[config.mk]
export PLATFORM = sky130hd
export DESIGN_NAME = rda_sum_stage
export DESIGN_NICKNAME = d
export VERILOG_FILES = /design/src/rtl/rda_sum_stage.sv
export SDC_FILE = /design/constraint.sdc
export NUM_CORES = 1
export LEC_CHECK = 0
export CORE_AREA = 2 2 140 142
export CTS_CLUSTER_DIAMETER = 40
export DETAILED_ROUTE_END_ITERATION = 12
export DIE_AREA = 0 0 142 144
export MAX_ROUTING_LAYER = met4
export SYNTH_ARGS = -nofsm -noshare
export SYNTH_HDL_FRONTEND = slang
export SYNTH_SLANG_ARGS = --single-unit
[constraint.sdc]
create_clock -name clk -period 4.8 [get_ports clk]
set_clock_uncertainty 0.1 [all_clocks]
set_input_delay 0.48 -clock clk [delete_from_list [all_inputs] [get_ports clk]]
set_output_delay 0.48 -clock clk [all_outputs]
set_load 0.01 [all_outputs]
[src/rtl/rda_sum_stage.sv]
// Final sum stage of a radix prefix adder: turns resolved carry symbols plus the
// delayed operands into sum/cout/ovf, buffered through a two-entry skid output.
module rda_sum_stage #(
  parameter logic [7:0] KILL_CODE = 8'd0,
  parameter logic [7:0] PROP_CODE = 8'd1,
  parameter logic [7:0] GEN_CODE  = 8'd2
) (
  input  logic             clk,
  input  logic             rst,
  input  logic [31:0][7:0] y,
  input  logic [31:0]      c,
  input  logic [31:0]      d,
  input  logic             in_valid,
  output logic             in_ready,
  output logic [31:0]      sum,
  output logic             cout,
  output logic             ovf,
  output logic             sym_err,
  output logic             out_valid,
  input  logic             out_ready,
  output logic             drop
);

  // state | meaning
  // EMPTY | no result held, outputs invalid
  // ONE   | MAIN holds the oldest result, SKID unused
  // TWO   | MAIN holds the oldest result, SKID holds the next one
  typedef enum logic [1:0] {EMPTY = 2'd0, ONE = 2'd1, TWO = 2'd2} state_t;

  typedef struct packed {
    logic [31:0] sum;
    logic        cout;
    logic        ovf;
    logic        sym_err;
  } res_t;

  state_t      state;
  res_t        main_q, skid_q, res_d;
  logic [31:0] carry_in;
  logic        accept, pop;

  always_comb begin
    carry_in = '0;
    res_d    = '0;
    for (int i = 1; i < 32; i++)
      carry_in[i] = (y[i-1] == GEN_CODE);
    res_d.sum  = c ^ d ^ carry_in;
    res_d.cout = (y[31] == GEN_CODE);
    res_d.ovf  = carry_in[31] ^ res_d.cout;
    // An unresolved propagate is the common failure, but any non-kill/non-gen code is an error.
    for (int i = 0; i < 32; i++)
      if ((y[i] == PROP_CODE) || ((y[i] != KILL_CODE) && (y[i] != GEN_CODE)))
        res_d.sym_err = 1'b1;
  end

  assign accept = in_valid && in_ready;
  assign pop    = out_valid && out_ready;

  always_ff @(posedge clk or posedge rst) begin
    if (rst) begin
      state     <= EMPTY;
      main_q    <= '0;
      skid_q    <= '0;
      in_ready  <= 1'b1;
      out_valid <= 1'b0;
      drop      <= 1'b0;
    end else begin
      // Upstream cannot stall, so a beat offered while full is lost for good.
      if (in_valid && !in_ready)
        drop <= 1'b1;
      case (state)
        EMPTY: begin
          if (accept) begin
            main_q    <= res_d;
            state     <= ONE;
            out_valid <= 1'b1;
          end
        end
        ONE: begin
          if (accept && !pop) begin
            skid_q   <= res_d;
            state    <= TWO;
            in_ready <= 1'b0;
          end else if (!accept && pop) begin
            state     <= EMPTY;
            out_valid <= 1'b0;
          end else if (accept && pop) begin
            main_q <= res_d;
          end
        end
        TWO: begin
          if (pop) begin
            main_q   <= skid_q;
            state    <= ONE;
            in_ready <= 1'b1;
          end
        end
        default: begin
          state     <= EMPTY;
          in_ready  <= 1'b1;
          out_valid <= 1'b0;
        end
      endcase
    end
  end

  assign sum     = main_q.sum;
  assign cout    = main_q.cout;
  assign ovf     = main_q.ovf;
  assign sym_err = main_q.sym_err;

endmodule
Word level (Yosys, flattened, before mapping)
Index checks and enable logic that the tools add are counted.
{ "classes": {"n_bitwise": 5, "n_mux": 50, "eq_ne": 106, "reduce_logical": 112} }
{ "ops": {"columns": ["operator", "n"], "rows": [
  ["8-bit by 1-bit == test with 1-bit output, second input constant", 32],
  ["8-bit by 2-bit == test with 1-bit output, second input constant", 32],
  ["8-bit by 2-bit inequality test with 1-bit output, second input constant", 32],
  ["8-bit nonzero test", 32],
  ["35-bit two-way mux", 5],
  ["35-bit one-hot mux with 3 select lines", 1],
  ["32-bit bitwise XOR", 2],
  ["1-bit logical AND", 38],
  ["1-bit two-way mux", 37],
  ["1-bit logical OR", 32],
  ["2-bit inequality test, second input constant", 7],
  ["2-bit two-way mux", 4],
  ["1-bit one-hot mux with 3 select lines", 2],
  ["2-bit one-hot mux with 3 select lines", 1],
  ["3-bit AND reduction", 2],
  ["6-bit AND reduction", 1],
  ["4-bit AND reduction", 1],
  ["1-bit zero test", 3],
  ["3-bit inequality test, second input constant", 1],
  ["3-bit nonzero test", 1],
  ["2-bit by 1-bit == test with 1-bit output, second input constant", 1],
  ["2-bit == test, second input constant", 1],
  ["2-bit zero test", 1],
  ["1-bit NOT", 2],
  ["2 further kinds", 2]
]} }
{ "totals": {"in_bits": 324, "out_inout_bits": 38, "elab_cells": 285, "register_bits": 75} }

Longest topological paths before layout
Gate-level depths: netlist of the first run.
{ "logic_depth": {"word_depth": 39, "depth_mapped": 7, "mapped_depth_nobuf": 5} }

Least setup slack after synthesis of the first run
No wires, ideal clock.
{ "synth_timing": {"kind": "input to register", "startpoint": "input y[245] (netlist bit)", "endpoint": "register main_q (netlist bit sym_err)", "path_buffers": 0, "setup_slack_ns": 2.706, "arrival_ns": 1.866, "setup_ns": 0.128, "t_required_ns": 4.572, "stages": 5, "cell_sequence": "or4_1 > or4_1 > nor4_1 > and3_1 > a21oi_1"} }
{ "synth_via": {"elab_chain_len": 9, "elab_cells_between_ends": 12, "classes_between": "eq/ne: 2; mux: 7; reduce/logical: 3"} }
{ "synth_lines": {"columns": ["item", "line", "source"], "rows": [
  ["from (decl)", "10", "input logic [31:0][7:0] y,"],
  ["8-bit by 2-bit inequality test with 1-bit output / 8-bit nonzero test (equally long branches)", "52", "if ((y[i] == PROP_CODE) || ((y[i] != KILL_CODE) && (y[i] != GEN_CODE)))"],
  ["1-bit logical AND", "52", null],
  ["1-bit logical OR (*)", "52", null],
  ["1-bit two-way mux (*) (2 in series)", "52", null],
  ["35-bit two-way mux", "87", "end else if (accept && pop) begin"],
  ["35-bit two-way mux", "84", "end else if (!accept && pop) begin"],
  ["35-bit two-way mux", "80", "if (accept && !pop) begin"],
  ["35-bit one-hot mux with 3 select lines (*)", "71", "case (state)"],
  ["to (signal assigned)", "74", "main_q <= res_d;"],
  ["to (signal assigned)", "88", "main_q <= res_d;"],
  ["to (signal assigned)", "93", "main_q <= skid_q;"],
  ["to (decl)", "38", "res_t main_q, skid_q, res_d;"]
]} }
Mark *: on every way between the ends. The rest lies on a longest branch, timed or not. The select of a mux whose other input is x is not followed.
A chain may end at the register's enable or synchronous reset.

Final worst setup path of the first run
{ "layout_timing": {"startpoint": "input out_ready", "endpoint": "register skid_q[14] (netlist bit)"} }
{ "layout_via": {"elab_chain_len": 4} }
{ "layout_lines": {"columns": ["item", "line", "source"], "rows": [
  ["from (decl)", "20", "input logic out_ready,"],
  ["1-bit logical AND", "57", "assign pop = out_valid && out_ready;"],
  ["1-bit zero test", "80", null],
  ["1-bit logical AND", "80", null],
  ["2-bit AND reduction (no line)", null, null],
  ["to (signal assigned)", "81", "skid_q <= res_d;"],
  ["to (decl)", "38", null]
]} }
No other way between the ends.

==> results of run 1 <==
-- metal layers --
layer	GRT usage (%)	routed length, microns
met5	-	0
met4	4.42	275
met3	3.58	1090
met2	29.4	8980
met1	20.8	7290
-- cell families after synthesis --
group,after synthesis,share of synthesized area (%)
multiplexers,31,8.04
buffers and inverters,23,2.02
AO/OA/AOI/OAI,55,7.69
flip-flops,75,43.3
AND/OR/NAND/NOR,234,26.1
XOR/XNOR,64,12.9
-- through the flow --
stage | setup WS, ns | hold slack, ns
after global placement | 1.83 | 0.344
final | 2.14 | 0.369
after global routing | 1.91 | 0.399
after detailed placement | 1.80 | 0.357
after CTS | 2.15 | 0.370
after floorplan | 2.31 | 0.345
-- how the worst max path moves through the flow --
stage | from | to | slack, ns | depth (start not counted)
after detailed placement | out_ready | skid_q[14] | 1.80 | 4
after CTS | out_ready | skid_q[4] | 2.15 | 4
final | out_ready | skid_q[14] | 2.14 | 4
after global routing | out_ready | sum[15] | 1.91 | 6
after floorplan | rst | cout | 2.31 | 1
after global placement | out_ready | sym_err | 1.83 | 7
-- registers in the layout, indices dropped and copies added (netlist names) --
name,count
cout,1
ovf,1
drop,1
out_valid,1
in_ready,1
skid_q,35
sum,32
state,2
sym_err,1
-- power groups by stage --
stage	logic (mW)	registers, mW	clock network (mW)
after floorplan	0.0739	0.644	0
after global placement	0.369	0.644	0
after detailed placement	0.370	0.644	0
after CTS	0.372	0.632	0.646
after global routing	0.397	0.632	0.673
final	0.367	0.632	0.631
-- synth_stat cells, drive strengths merged --
| library cell | n |
|---|---|
| nand3 | 30 |
| nor2 | 39 |
| nand2 | 72 |
| nand2b | 1 |
| a21oi | 8 |
| dfstp | 1 |
| and3 | 1 |
| nand4b | 3 |
| and4 | 1 |
| buf | 3 |
| o211ai | 2 |
| nor4 | 35 |
| inv | 3 |
| nand3b | 2 |
| nor3 | 30 |
| mux2 | 31 |
| a31oi | 30 |
| xnor2 | 34 |
| a21boi | 1 |
| nand4 | 14 |
| xor2 | 30 |
| nor2b | 1 |
| o21a | 2 |
| o32a | 1 |
| o22ai | 1 |
| clkbuf | 17 |
| a21o | 1 |
| or4 | 3 |
| dfrtp | 74 |
| or2 | 1 |
| nand4bb | 1 |
| o21ai | 9 |
-- worst max-delay path, cell delays in order --
cell and delay [ns]:
clkdlybuf4s50_1 0.46, a21boi_1 0.51, nand2_2 0.72, mux2_1 0.56
-- final cells by class --
type	instances	area (sq um)	share of cell area (%)
Clock inverter	2	10.0	0.118
Inverter	3	12.5	0.147
Timing Repair Buffer	363	3630	42.7
Sequential cell	75	1880	22.1
Tap cell	238	298	3.51
Multi-Input combinational cell	384	2400	28.3
Clock buffer	14	264	3.11
==> metrics.txt, run 1 <==
post-CTS sizing=0; GRT Residual Overflow=0; Netlist cell types=35; vias in the first global route=4909; Yosys top cell area share=42.7%; chip height=144 microns; routed len/inst=16.3 microns; max-cap violation count=0; DR vias=4847; dpl hpwl=14700 microns; hold_sp=drop; fillers=1899; H-Tree Depth=3; final setup fails=0; largest cells by area after synthesis=dfrtp_1, mux2_1, xnor2_1; Root Buffer=clkbuf_16; Area growth syn-to-layout=95.6%; cell-internal power=1.28 mW; measured slew at the worst slew-check pin=0.963 ns; outcome=completed; Max Slew Vio Count=0; kind of end point of the critical path=register; Ant. Diodes=0; DRT iter0 DRCs=243; die area=20400 sq um; Worst slew margin=35.6%; Pre-Repair DR Iteration Count=4; clk sinks=75; drt via density=4.49; commonest non-fill, non-tap cell in the layout=clkdlybuf4s50_1; RSZ-0062 raised after global routing=no; minimum clock period=2.66 ns; syn nets=806; Hold Crit Class=reg -> reg; pwr dens=192 nW/um^2; Switching Fraction=21.7%; total CTS buffers=9; global-route wire length before repair=26100 microns; Setup crit start kind=primary input; Fin Setup TNS=0 ns; IO Pins=362; PortBufs=361; peak supply drop=0.144 mV; row cnt=51; critical path arrival=2.76 ns; CTS max path bufs=2; layout net count=1160; Cells after Synth=482; Total GRT Usage=17.2%; WHS Endpoint=drop; Syn Std Cell Area=4340 sq um; Tot Pwr=1.63 mW; Critical Path RT=4.91 ns; worst-path fanout max=40; commonest cells after routing, fill and taps aside=clkdlybuf4s50_1, dfrtp_1, nand2_1; Worst R2R Setup Slack=2.22 ns; largest net degree at the start of global routing=41; Initial Util=22.8%; Post-CTS Setup Bufs=0; sequential share of power=38.8%; placed insts=1063; Die X=142 microns; synth warn=0; NetSw=355 uW; Final Non-Filler Cells=1079; fin util=44.5%; routability cong.=0.842; R2R cell count=3; period utilization=55.3%; FF-to-FF End=skid_q[14]; DR DRC count=0; f_max=377 MHz; Hold Fails Final Rpt=0; P_leak=3.27 nW; Post-Layout Inst Area=8490 sq um; hold depth=1; FF+latch count, synth=75; core area=19100 sq um; Worst-path clk slew=0.06 ns; cell taking the most area after synthesis=dfrtp_1; sequential share of the synthesized area=43.3%; Avg Inst Size Synth=9.01 sq um; later-pin clock latency in the skew report=0.33 ns; worst r2r src=state[0]; initial antenna violation count=0; # hold bufs at CTS=0; CTS tree=built; Clk pwr share=38.7%; layout cell share with drive strength beyond 1=2.73%; Post-Route WL=17600 microns; post-detailed-route count of antenna-violating nets=0; Comb power frac=22.5%; Crit Path Class=in -> reg; Post-DP Area=8220 sq um
Power figures use the tool's default switching activity.
==> run 2, diff against run 1 <==
Clock period 4.8 ns to 2.65 ns, I/O delays scaled along.
==> run 2 against run 1 <==
  * Utilization increased by 0.77 points
  * Clock power grew 100%
  * Worst setup slack worse by 1.7 ns
  * Hold slack got worse by 0.16 ns
  * First-iteration DRC count decreased by 30%
  * Non-clock buffer count grew 13
  * Via count up 1.7%
  * Cell area increased by 1.7%
  * Total power up 89%
  * Global-route usage increased by 0.40 points
  * Sequential share of layout area down 0.37 points
  * Largest cell class unchanged
  * Largest power group is now the clock network
==> metrics.txt, run 2 (same netlist as run 1, synthesis figures left out) <==
final setup fails=0; drt via density=4.52; dpl hpwl=15100 microns; DRT iter0 DRCs=169; routability cong.=0.794; worst-path fanout max=2; max-cap violation count=0; Post-Route WL=18000 microns; commonest non-fill, non-tap cell in the layout=clkdlybuf4s50_1; measured slew at the worst slew-check pin=0.643 ns; later-pin clock latency in the skew report=0.33 ns; Root Buffer=clkbuf_16; Post-CTS Setup Bufs=0; vias in the first global route=4858; row cnt=51; Setup crit start kind=primary input; IO Pins=362; Max Slew Vio Count=0; Critical Path RT=2.76 ns; Worst slew margin=57.0%; DR vias=4927; core area=19100 sq um; post-CTS sizing=0; dpl ws=0.122 ns; layout net count=1173; Hold Fails Final Rpt=0; commonest cells after routing, fill and taps aside=clkdlybuf4s50_1, dfrtp_1, nand2_1; P_leak=3.36 nW; # hold bufs at CTS=0; layout cell share with drive strength beyond 1=4.11%; f_max=457 MHz; minimum clock period=2.19 ns; PortBufs=361; Largest register FFs=35; period utilization=82.7%; Fin Setup TNS=0 ns; routed len/inst=16.5 microns; Initial Util=22.8%; largest net degree at the start of global routing=47; Die X=142 microns; outcome=completed; CTS tree=built; chip height=144 microns; Total GRT Usage=17.6%; RSZ-0062 raised after global routing=no; Crit Path Class=in -> reg; GRT Residual Overflow=0; post-detailed-route count of antenna-violating nets=0; kind of end point of the critical path=register; CTS max path bufs=2; peak supply drop=0.278 mV; DR DRC count=0; initial antenna violation count=0; critical path arrival=2.30 ns; Pre-Repair DR Iteration Count=4; Worst-path clk slew=0.06 ns; pwr dens=357 nW/um^2; H-Tree Depth=3; die area=20400 sq um; Hold Crit Class=in -> async; Tot Pwr=3.08 mW; Area growth syn-to-layout=98.9%; global-route wire length before repair=26400 microns; Ant. Diodes=0; clk sinks=75; total CTS buffers=9; PnR worst setup slack=0.460 ns; fillers=1878; largest register by flop count=skid_q
run 2: changes by cell type in the layout (fill, tap and decap cells not counted), sizes merged:
cell / delta
bufinv: +2
clkinv: -1
buf: +13
clkbuf: -3
run 2: power by group:
group	internal, mW	leakage, nW	switching (mW)
Clock	0.813	0.145	0.452
Sequential	1.15	1.03	0.0000000000000000358
Combinational	0.488	2.18	0.185
Total	2.45	3.36	0.637
run 2: metal layers:
metal,vias up,global-route usage (%),wire length (microns)
met2,187,30.3,9390
met5,-,-,0
li1,2477,-,-
met1,2249,21.1,7450
met4,0,5.26,239
met3,14,3.11,919
run 2: layout make-up:
type	instances	area, sq um	area share [%]
clock buffer	11	233	2.69
clock inverter	3	65.1	0.753
inverter	3	12.5	0.145
multi-input combinational	384	2400	27.8
sequential	75	1880	21.7
tap	238	298	3.45
timing repair buffer	376	3750	43.4
run 2: worst paths after layout:
check	start	endpoint	slack, ns	cells past startpoint
min	rst	sum[28]	0.20	2
max reg2reg	state[0]	skid_q[27]	0.63	4
max in group asynchronous	rst	in_ready	1.55	3
max	y[244]	sym_err	0.46	6
min in group clk	drop	drop	0.36	1
min reg2reg	drop	drop	0.36	1
run 2: metrics by stage:
step	std cells	util, %	hold WS [ns]	area [sq um]
after floorplan	482	-	0.286	4340
after global placement	1076	43.7	0.342	8340
after detailed placement	1076	43.7	0.347	8340
after CTS	1090	45.3	0.213	8640
after global routing	1090	45.3	0.286	8640
final	1090	45.3	0.205	8640
run 2: critical path, stage by stage:
cell and delay (ns):
clkdlybuf4s50_1 0.43, or4_1 0.53, or4_1 0.47, nor4_1 0.32, and3_1 0.22, a21oi_1 0.06
==> run 3, diff against run 2 <==
Settings changed: CORE_AREA 2 2 140 142 to 2 2 139 141, DIE_AREA 0 0 142 144 to 0 0 141 143.
Clock period 2.65 ns to 2 ns, I/O delays scaled along.
==> run 3 against run 2 <==
  * Via count increased by 2.7%
  * Total power increased by 42%
  * Clock power increased by 54%
  * Sequential cell count unchanged
  * Register-to-register slack got worse by 0.39 ns
  * Largest power group unchanged
  * Highest routed layer unchanged
==> metrics.txt, run 3 (same netlist as run 1, synthesis figures left out) <==
DR DRC count=0; max-cap violation count=0; largest net degree at the start of global routing=76; clk sinks=75; Root Buffer=clkbuf_16; fin util=49.3%; Worst slew margin=72.1%; routed len/inst=15.8 microns; drt via density=4.49; PortBufs=361; chip height=143 microns; peak supply drop=0.434 mV; Worst-path clk slew=0.06 ns; routability cong.=0.784; measured slew at the worst slew-check pin=0.414 ns; Final Non-Filler Cells=1128; H-Tree Depth=3; CTS tree=built; total CTS buffers=9; RSZ-0062 raised after global routing=yes; Pre-Repair DR Iteration Count=4; IO Pins=362; commonest cells after routing, fill and taps aside=clkdlybuf4s50_1, dfrtp_1, nand2_1; Initial Util=23.4%; initial antenna violation count=1; later-pin clock latency in the skew report=0.33 ns; dpl hpwl=15000 microns; pwr dens=477 nW/um^2; commonest non-fill, non-tap cell in the layout=clkdlybuf4s50_1; row cnt=50; global-route wire length before repair=26800 microns; Setup crit start kind=primary input; dpl ws=-0.714 ns; Critical Path RT=2.11 ns; Die X=141 microns; fillers=1766; Post-Route WL=17800 microns; Hold Fails Final Rpt=0; layout cell share with drive strength beyond 1=10.4%; Post-Layout Inst Area=9150 sq um; f_max=511 MHz; Post-DP Area=8670 sq um; multi-input logic area=2510 sq um; post-detailed-route count of antenna-violating nets=0; vias in the first global route=5037; Hold Crit Class=in -> async; hold_ws=0.242 ns; largest register by flop count=skid_q; worst-path fanout max=2; P_leak=3.70 nW; register area=1880 sq um; layout net count=1212; # hold bufs at CTS=0; Crit Path Class=in -> reg; die area=20200 sq um; Max Slew Vio Count=0; DR vias=5062; critical path arrival=2.07 ns; CTS max path bufs=2; final setup fails=0; Total GRT Usage=17.7%; Fin Setup TNS=0 ns; kind of end point of the critical path=register; Tot Pwr=4.37 mW; core area=18600 sq um; outcome=completed; GRT Residual Overflow=0; DRT iter0 DRCs=123; placed insts=1111; PnR worst setup slack=0.0434 ns; Largest register FFs=35; Area growth syn-to-layout=111%; period utilization=97.8%; minimum clock period=1.96 ns
[run 3: cell types whose count changed in the layout (fill, tap and decap cells not counted), moves of 2 or more]
cell and delta:
buf_4 +36, nor4_1 -9, clkdlybuf4s50_1 -6, dlymetal6s2s_1 +6, nor4_2 +6, buf_12 +3
clkbuf_8 +3, nor4_4 +3, or4_1 -3, or4_4 +3, clkbuf_1 -2
[run 3: critical path: stages]
cell,delay (ns)
clkdlybuf4s50_1,0.40
nor4_1,0.34
buf_4,0.18
nand4_1,0.13
nor4_4,0.40
buf_4,0.17
and3_4,0.18
a21oi_1,0.06
[run 3: report_power, final]
part           internal, mW          switching, mW
clock network          1.32                  0.620
logic                 0.668                  0.245
registers              1.52  0.0000000000000000398
total                  3.51                  0.864
[run 3: per-layer routing]
layer	routed length [microns]	track usage, %	vias to the layer above
li1	-	-	2545
met4	174	3.42	0
met2	9240	30.4	191
met5	0	-	-
met1	7400	21.5	2307
met3	1040	3.99	19
[run 3: repair_timing]
| action | CTS | global route |
|---|---|---|
| pin swaps | 2 | 6 |
| endpoints found under the setup margin | 2 | 2 |
| resized for setup | 7 | 17 |
| setup buffers | 0 | 0 |
[run 3: worst paths after layout]
path                          start  slack (ns)  cells after the start       end
hold reg to reg                drop        0.35                      1      drop
min in group clk               drop        0.35                      1      drop
max in group asynchronous       rst        1.23                      3  in_ready
setup reg to reg           in_ready        0.24                      5    sum[6]
setup / recovery              y[45]        0.04                      8   sym_err
hold / removal                  rst        0.24                      3   sum[16]
[run 3: layout make-up]
cell class              instances  area share (%)
clock inverters                 4            1.04
multi-input cells             384            27.4
clock buffers                  12            2.91
diodes                          1          0.0273
well taps                     234            3.20
repair buffers                415            44.8
flip-flops and latches         75            20.5
inverters                       3           0.164
